===== config.mk =====
export PLATFORM = sky130hd
export DESIGN_NAME = apbuart_stream_bridge
export DESIGN_NICKNAME = d
export VERILOG_FILES = /design/src/rtl/apbuart_stream_bridge.sv
export SDC_FILE = /design/constraint.sdc
export NUM_CORES = 1
export LEC_CHECK = 0
export CAP_MARGIN = 20
export CORE_MARGIN = 4
export CORE_UTILIZATION = 37
export CTS_BUF_LIST = sky130_fd_sc_hd__clkbuf_8 sky130_fd_sc_hd__clkbuf_16
export DETAILED_ROUTE_END_ITERATION = 10
export PLACE_DENSITY = 0.88
export SLEW_MARGIN = 20
export SYNTH_ARGS = -nofsm -noshare
export SYNTH_HDL_FRONTEND = slang
export SYNTH_SLANG_ARGS = --single-unit

===== constraint.sdc =====
create_clock -name clk -period 2.3 [get_ports clk]
set_clock_uncertainty 0.1 [all_clocks]
set_input_delay 0.69 -clock clk [delete_from_list [all_inputs] [get_ports clk]]
set_output_delay 0.69 -clock clk [all_outputs]
set_load 0.01 [all_outputs]

===== src/rtl/apbuart_stream_bridge.sv =====
// APB master bridging two valid/ready byte streams to an APB UART.
// It configures the UART once, then polls status and moves RX/TX bytes.
module apbuart_stream_bridge #(
    parameter logic [31:0] UART_BASE   = 32'h0000_0000,
    parameter logic [31:0] CTRL_INIT   = 32'h0000_0003,
    parameter logic [31:0] SCALER_INIT = 32'd650
) (
    input  logic        clk,
    input  logic        rst,
    output logic        psel,
    output logic        penable,
    output logic [31:0] paddr,
    output logic        pwrite,
    output logic [31:0] pwdata,
    input  logic [31:0] prdata,
    input  logic        pready,
    input  logic [7:0]  tx_data,
    input  logic        tx_valid,
    output logic        tx_ready,
    output logic [7:0]  rx_data,
    output logic        rx_valid,
    input  logic        rx_ready,
    output logic        init_done,
    output logic [2:0]  err_flags,
    input  logic        err_clr
);

    localparam int unsigned ADDR_W = 32;
    localparam int unsigned DATA_W = 8;
    localparam int unsigned ERR_W  = 3;

    localparam logic [ADDR_W-1:0] OFF_DATA = 32'h0000_0000;
    localparam logic [ADDR_W-1:0] OFF_STS  = 32'h0000_0004;
    localparam logic [ADDR_W-1:0] OFF_CTRL = 32'h0000_0008;
    localparam logic [ADDR_W-1:0] OFF_SCL  = 32'h0000_000C;

    typedef enum logic [2:0] {
        CFG_CTRL,
        CFG_SCL,
        IDLE,
        RD_STS,
        RD_DATA,
        WR_DATA
    } state_t;

    state_t              r_state;
    logic                r_psel;
    logic                r_penable;
    logic [ADDR_W-1:0]   r_paddr;
    logic                r_pwrite;
    logic [ADDR_W-1:0]   r_pwdata;
    logic                r_tx_ready;
    logic [DATA_W-1:0]   r_rx_data;
    logic                r_rx_valid;
    logic                r_init_done;
    logic [ERR_W-1:0]    r_err_flags;
    logic [ADDR_W-1:0]   r_sts_q;
    logic                r_last_rx;

    logic                w_sts_done;
    logic [ADDR_W-1:0]   w_sts;
    logic                w_rx_pend;
    logic                w_tx_pend;
    logic                w_pick_rx;
    logic                w_pick_tx;
    logic                w_unused;

    // Status as seen this cycle: live read data while the status read completes.
    assign w_sts_done = r_psel && r_penable && pready && (r_state == RD_STS);
    assign w_sts      = w_sts_done ? prdata : r_sts_q;
    assign w_rx_pend  = w_sts[0] && !r_rx_valid;
    assign w_tx_pend  = tx_valid && !w_sts[9];
    assign w_pick_rx  = w_rx_pend && (!w_tx_pend || !r_last_rx);
    assign w_pick_tx  = w_tx_pend && !w_pick_rx;
    assign w_unused   = ^{w_sts[31:10], w_sts[8:7], w_sts[3:1]};

    always_ff @(posedge clk) begin
        if (!rst) begin
            r_state     <= CFG_CTRL;
            r_psel      <= 1'b0;
            r_penable   <= 1'b0;
            r_paddr     <= '0;
            r_pwrite    <= 1'b0;
            r_pwdata    <= '0;
            r_tx_ready  <= 1'b0;
            r_rx_data   <= '0;
            r_rx_valid  <= 1'b0;
            r_init_done <= 1'b0;
            r_err_flags <= '0;
            r_sts_q     <= '0;
            r_last_rx   <= 1'b0;
        end else begin
            r_tx_ready <= 1'b0;
            if (r_rx_valid && rx_ready) begin
                r_rx_valid <= 1'b0;
            end
            // A flag reported in the same cycle as a clear survives it.
            r_err_flags <= (err_clr ? '0 : r_err_flags) | (w_sts_done ? w_sts[6:4] : '0);

            case (r_state)
                CFG_CTRL: begin
                    if (!r_psel) begin
                        r_psel   <= 1'b1;
                        r_paddr  <= UART_BASE + OFF_CTRL;
                        r_pwrite <= 1'b1;
                        r_pwdata <= CTRL_INIT;
                    end else if (!r_penable) begin
                        r_penable <= 1'b1;
                    end else if (pready) begin
                        r_state   <= CFG_SCL;
                        r_penable <= 1'b0;
                        r_paddr   <= UART_BASE + OFF_SCL;
                        r_pwdata  <= SCALER_INIT;
                    end
                end
                CFG_SCL: begin
                    if (!r_penable) begin
                        r_penable <= 1'b1;
                    end else if (pready) begin
                        r_state     <= IDLE;
                        r_psel      <= 1'b0;
                        r_penable   <= 1'b0;
                        r_pwrite    <= 1'b0;
                        r_init_done <= 1'b1;
                    end
                end
                IDLE: begin
                    r_state   <= RD_STS;
                    r_psel    <= 1'b1;
                    r_penable <= 1'b0;
                    r_pwrite  <= 1'b0;
                    r_paddr   <= UART_BASE + OFF_STS;
                end
                RD_STS: begin
                    if (!r_penable) begin
                        r_penable <= 1'b1;
                    end else if (pready) begin
                        r_sts_q   <= prdata;
                        r_penable <= 1'b0;
                        if (w_pick_rx) begin
                            r_state   <= RD_DATA;
                            r_paddr   <= UART_BASE + OFF_DATA;
                            r_pwrite  <= 1'b0;
                            r_last_rx <= 1'b1;
                        end else if (w_pick_tx) begin
                            r_state   <= WR_DATA;
                            r_paddr   <= UART_BASE + OFF_DATA;
                            r_pwrite  <= 1'b1;
                            r_pwdata  <= ADDR_W'(tx_data);
                            r_last_rx <= 1'b0;
                        end else begin
                            r_state <= IDLE;
                            r_psel  <= 1'b0;
                        end
                    end
                end
                RD_DATA: begin
                    if (!r_penable) begin
                        r_penable <= 1'b1;
                    end else if (pready) begin
                        r_state    <= IDLE;
                        r_psel     <= 1'b0;
                        r_penable  <= 1'b0;
                        r_rx_data  <= prdata[DATA_W-1:0];
                        r_rx_valid <= 1'b1;
                    end
                end
                WR_DATA: begin
                    if (!r_penable) begin
                        r_penable <= 1'b1;
                    end else if (pready) begin
                        r_state    <= IDLE;
                        r_psel     <= 1'b0;
                        r_penable  <= 1'b0;
                        r_pwrite   <= 1'b0;
                        r_tx_ready <= 1'b1;
                    end
                end
                default: begin
                    r_state   <= CFG_CTRL;
                    r_psel    <= 1'b0;
                    r_penable <= 1'b0;
                end
            endcase
        end
    end

    assign psel      = r_psel;
    assign penable   = r_penable;
    assign paddr     = r_paddr;
    assign pwrite    = r_pwrite;
    assign pwdata    = r_pwdata;
    assign tx_ready  = r_tx_ready;
    assign rx_data   = r_rx_data;
    assign rx_valid  = r_rx_valid;
    assign init_done = r_init_done;
    assign err_flags = r_err_flags;

endmodule

==> flow_summary.toml <==
[global_route]
antenna_found_initial = 0
grt_pass1_vias = 1752
grt_util_all_layers_pct = 14.9
grt_overflow = 0
grt_max_degree = 22
grt_pass1_wl_um = 8490

[synth]
synth_top_cell_by_area = "dfxtp_1"
syn_inst = 243
ys.flop_type = "dfxtp_1"
synth-seq-cells = 34
synth_area_um2 = 2090
synth-async-reset-ratio_pct = 0
synth_edf_count = 0
synthDistinctLibCells = 46
yosysSeqAreaShare_pct = 32.6
postSynthAreaPerCell_um2 = 8.59
synth_warnings = 0
synth_top_area_share_pct = 32.6
synth_area_leaders = "dfxtp_1 33%, buf_4 19%, mux2i_1 4.8%"

[detailed_routing]
wl_met2_um = 2420
wl_per_cell_um = 13.0
drc = 0
wl_met1_um = 2160
final_antenna_net_count = 0
vias = 1844
viasPerCell = 4.68
wirelength_um = 5140
drt_iter0_markers = 169
firstDrtPassIters = 4
met3WireLength_um = 502
highest-signal-layer = "met4"

[finish]
drive_above_1_share_pct = 18.6
nNetsFinal = 367
syn_to_final_growth_pct = 35.5
fillers = 528
antenna_cells = 0
fin_util_pct = 51.7

[sta]
tightest_slew_ns = 0.594
report.final.slew_viol_count = 0
setup_viol = 0
post-route-period-util_pct = 96.2
worst_hold_slack_ns = 0.372
fmax_mhz = 452
hold_viol_final = 0
fin_setup_tns_ns = 0
min_period_ns = 2.21
slew_headroom_pct = 60.4

[pwr]
power.leakage_nw = 1.30
ir_drop_uv = 287
switching_share_pct = 26.4
netSwitchingPower_w = 0.000396
p_seq_share_pct = 42.5
internal_power_w = 0.00110
clkPwrFrac_pct = 34.7
powerDensity_nw_per_um2 = 530
p_comb_share_pct = 22.8

[floorplan]
die_h_um = 83.1
num_rows = 27
core_area_um2 = 5470
start_util_pct = 38.1
io_pins = 127
die_w_um = 83.1
die-area_um2 = 6910

[worst_setup_path]
crit_type = "flip-flop to output port"
critPathMaxStageDelay_ns = 0.61
end_kind = "output port"
worstPathArrival_ns = 1.42
crit_required_ns = 1.51
cpLargestDelayFamily = "buffers and inverters"
critPathMaxFanout = 9
path_buf_inv = 1
critPathSlowestCell = "clkdlybuf4s50_1"
worstPathCellList = "clkdlybuf4s50_1"
start_kind = "flip-flop"

[clock_network]
root_buffer = "clkbuf_8"
cts_max_path_buffers = 2
cts_buffers = 5
cts.sinks = 34
cts_hold_buffers = 0
clk_pin_slew_ns = 0.07
htreeDepth = 2
clk_latency_ns = 0.28
tritoncts = "yes"

[placement]
io_buffers = 50
routabilityCongestion = 0.923
hpwl_um = 3940

[status]
status = "completed"

[flow_run]
drv_cap = 0

[worst_hold_path]
hold_class = "flip-flop to flip-flop"
-- layer usage --
layer  vias to the layer above  GRT usage, %
met5                         -             0
met4                         0          4.31
met3                         6          4.86
met2                       100          24.7
met1                       837          18.3
li1                        901             -
-- stage by stage --
stage | power, W | std cells | instance area, µm² | setup slack [ns]
finish | 0.00150 | 394 | 2830 | 0.0881
global route | 0.00157 | 394 | 2830 | -0.00168
CTS | 0.00151 | 393 | 2820 | 0.0110
detailed placement | 0.000973 | 383 | 2640 | -0.609
global placement | 0.000967 | 383 | 2640 | -0.483
floorplan | 0.000888 | 295 | 2280 | 0.120
-- repair_timing --
item,CTS,global route
setup buffers,2,1
pin swaps,6,3
resized for setup,17,1
endpoints found under the setup margin,14,2
-- kinds of logic after synthesis --
logic type | Yosys count | share of synthesized area [%]
other | 1 | 0.180
AO/OA/AOI/OAI | 53 | 21.2
multiplexers | 10 | 4.80
AND/OR/NAND/NOR | 72 | 17.2
flip-flops | 34 | 32.6
buffers and inverters | 73 | 24.0
-- worst reg2reg max path: stages (launching register included) --
cell	delay (ns)
dfxtp_1	0.48
nand3b_4	0.21
a2111o_1	0.49
a211o_1	0.31
a221oi_2	0.26
a311oi_1	0.08
-- sequential cells by signal (all words and copies together), names as in the netlist --
| signal | flops |
|---|---|
| err_flags | 3 |
| init_done | 1 |
| paddr | 2 |
| penable | 1 |
| psel | 1 |
| pwdata | 9 |
| pwrite | 1 |
| r_last_rx | 1 |
| r_state | 3 |
| r_sts_q | 2 |
| rx_data | 8 |
| rx_valid | 1 |
| tx_ready | 1 |
-- cell usage after synthesis, drive strengths merged, types with 2 or more instances --
cell    count
o211ai      2
nor2       22
a211o       2
o21a        3
o21ai       3
o22ai       4
nand2      19
dfxtp      34
inv         6
buf        59
nand3       4
mux2i      10
nand2b      4
and3        3
a21oi      14
o221ai      2
nor3        4
a311oi      4
o32ai       2
o211a       3
o311ai      2
nand4       3
clkbuf      8
and2        3
a221oi      3
nor2b       5
-- layout make-up --
| cell class | count | area (µm²) | share of cell area [%] |
|---|---|---|---|
| clock buffer | 5 | 68.8 | 2.43 |
| clock inverter | 3 | 37.5 | 1.33 |
| inverter | 6 | 22.5 | 0.796 |
| multi-input combinational | 188 | 1160 | 41.0 |
| sequential | 34 | 681 | 24.1 |
| tap | 72 | 90.1 | 3.19 |
| timing repair buffer | 86 | 769 | 27.2 |
-- cell usage in the layout (no fill, tap or decap), types with 4 or more instances in the layout --
cell             netlist  routed
a21oi_1               14      14
nor2_1                21      21
dfxtp_1               34      34
inv_1                  6       8
mux2i_1               10      10
nand3_1                4       4
buf_4                 54      36
nand2_1               19      19
clkdlybuf4s50_1        0      46
clkbuf_8               0       5
conb_1                 1      53
nor3_1                 4       4
nor2b_1                5       4
o22ai_1                4       4
-- path summary, 6_finish.rpt --
| kind | startpoint | to | slack [ns] | cells past startpoint |
|---|---|---|---|---|
| min | init_done | init_done | 0.37 | 2 |
| max | psel | psel | 0.09 | 1 |
| max reg2reg | r_state[1] | pwrite | 0.23 | 5 |
| min reg2reg | init_done | init_done | 0.37 | 2 |
-- power by group through the flow --
stage | Sequential (W) | Clock, W | Combinational [W]
2_1_floorplan | 0.000656 | 0 | 0.000232
3_3_place_gp | 0.000648 | 0 | 0.000319
3_5_place_dp | 0.000650 | 0 | 0.000323
4_1_cts | 0.000637 | 0.000535 | 0.000339
5_1_grt | 0.000641 | 0.000563 | 0.000371
6_report | 0.000637 | 0.000519 | 0.000341
No activity file was read; power rests on OpenSTA's default activity.
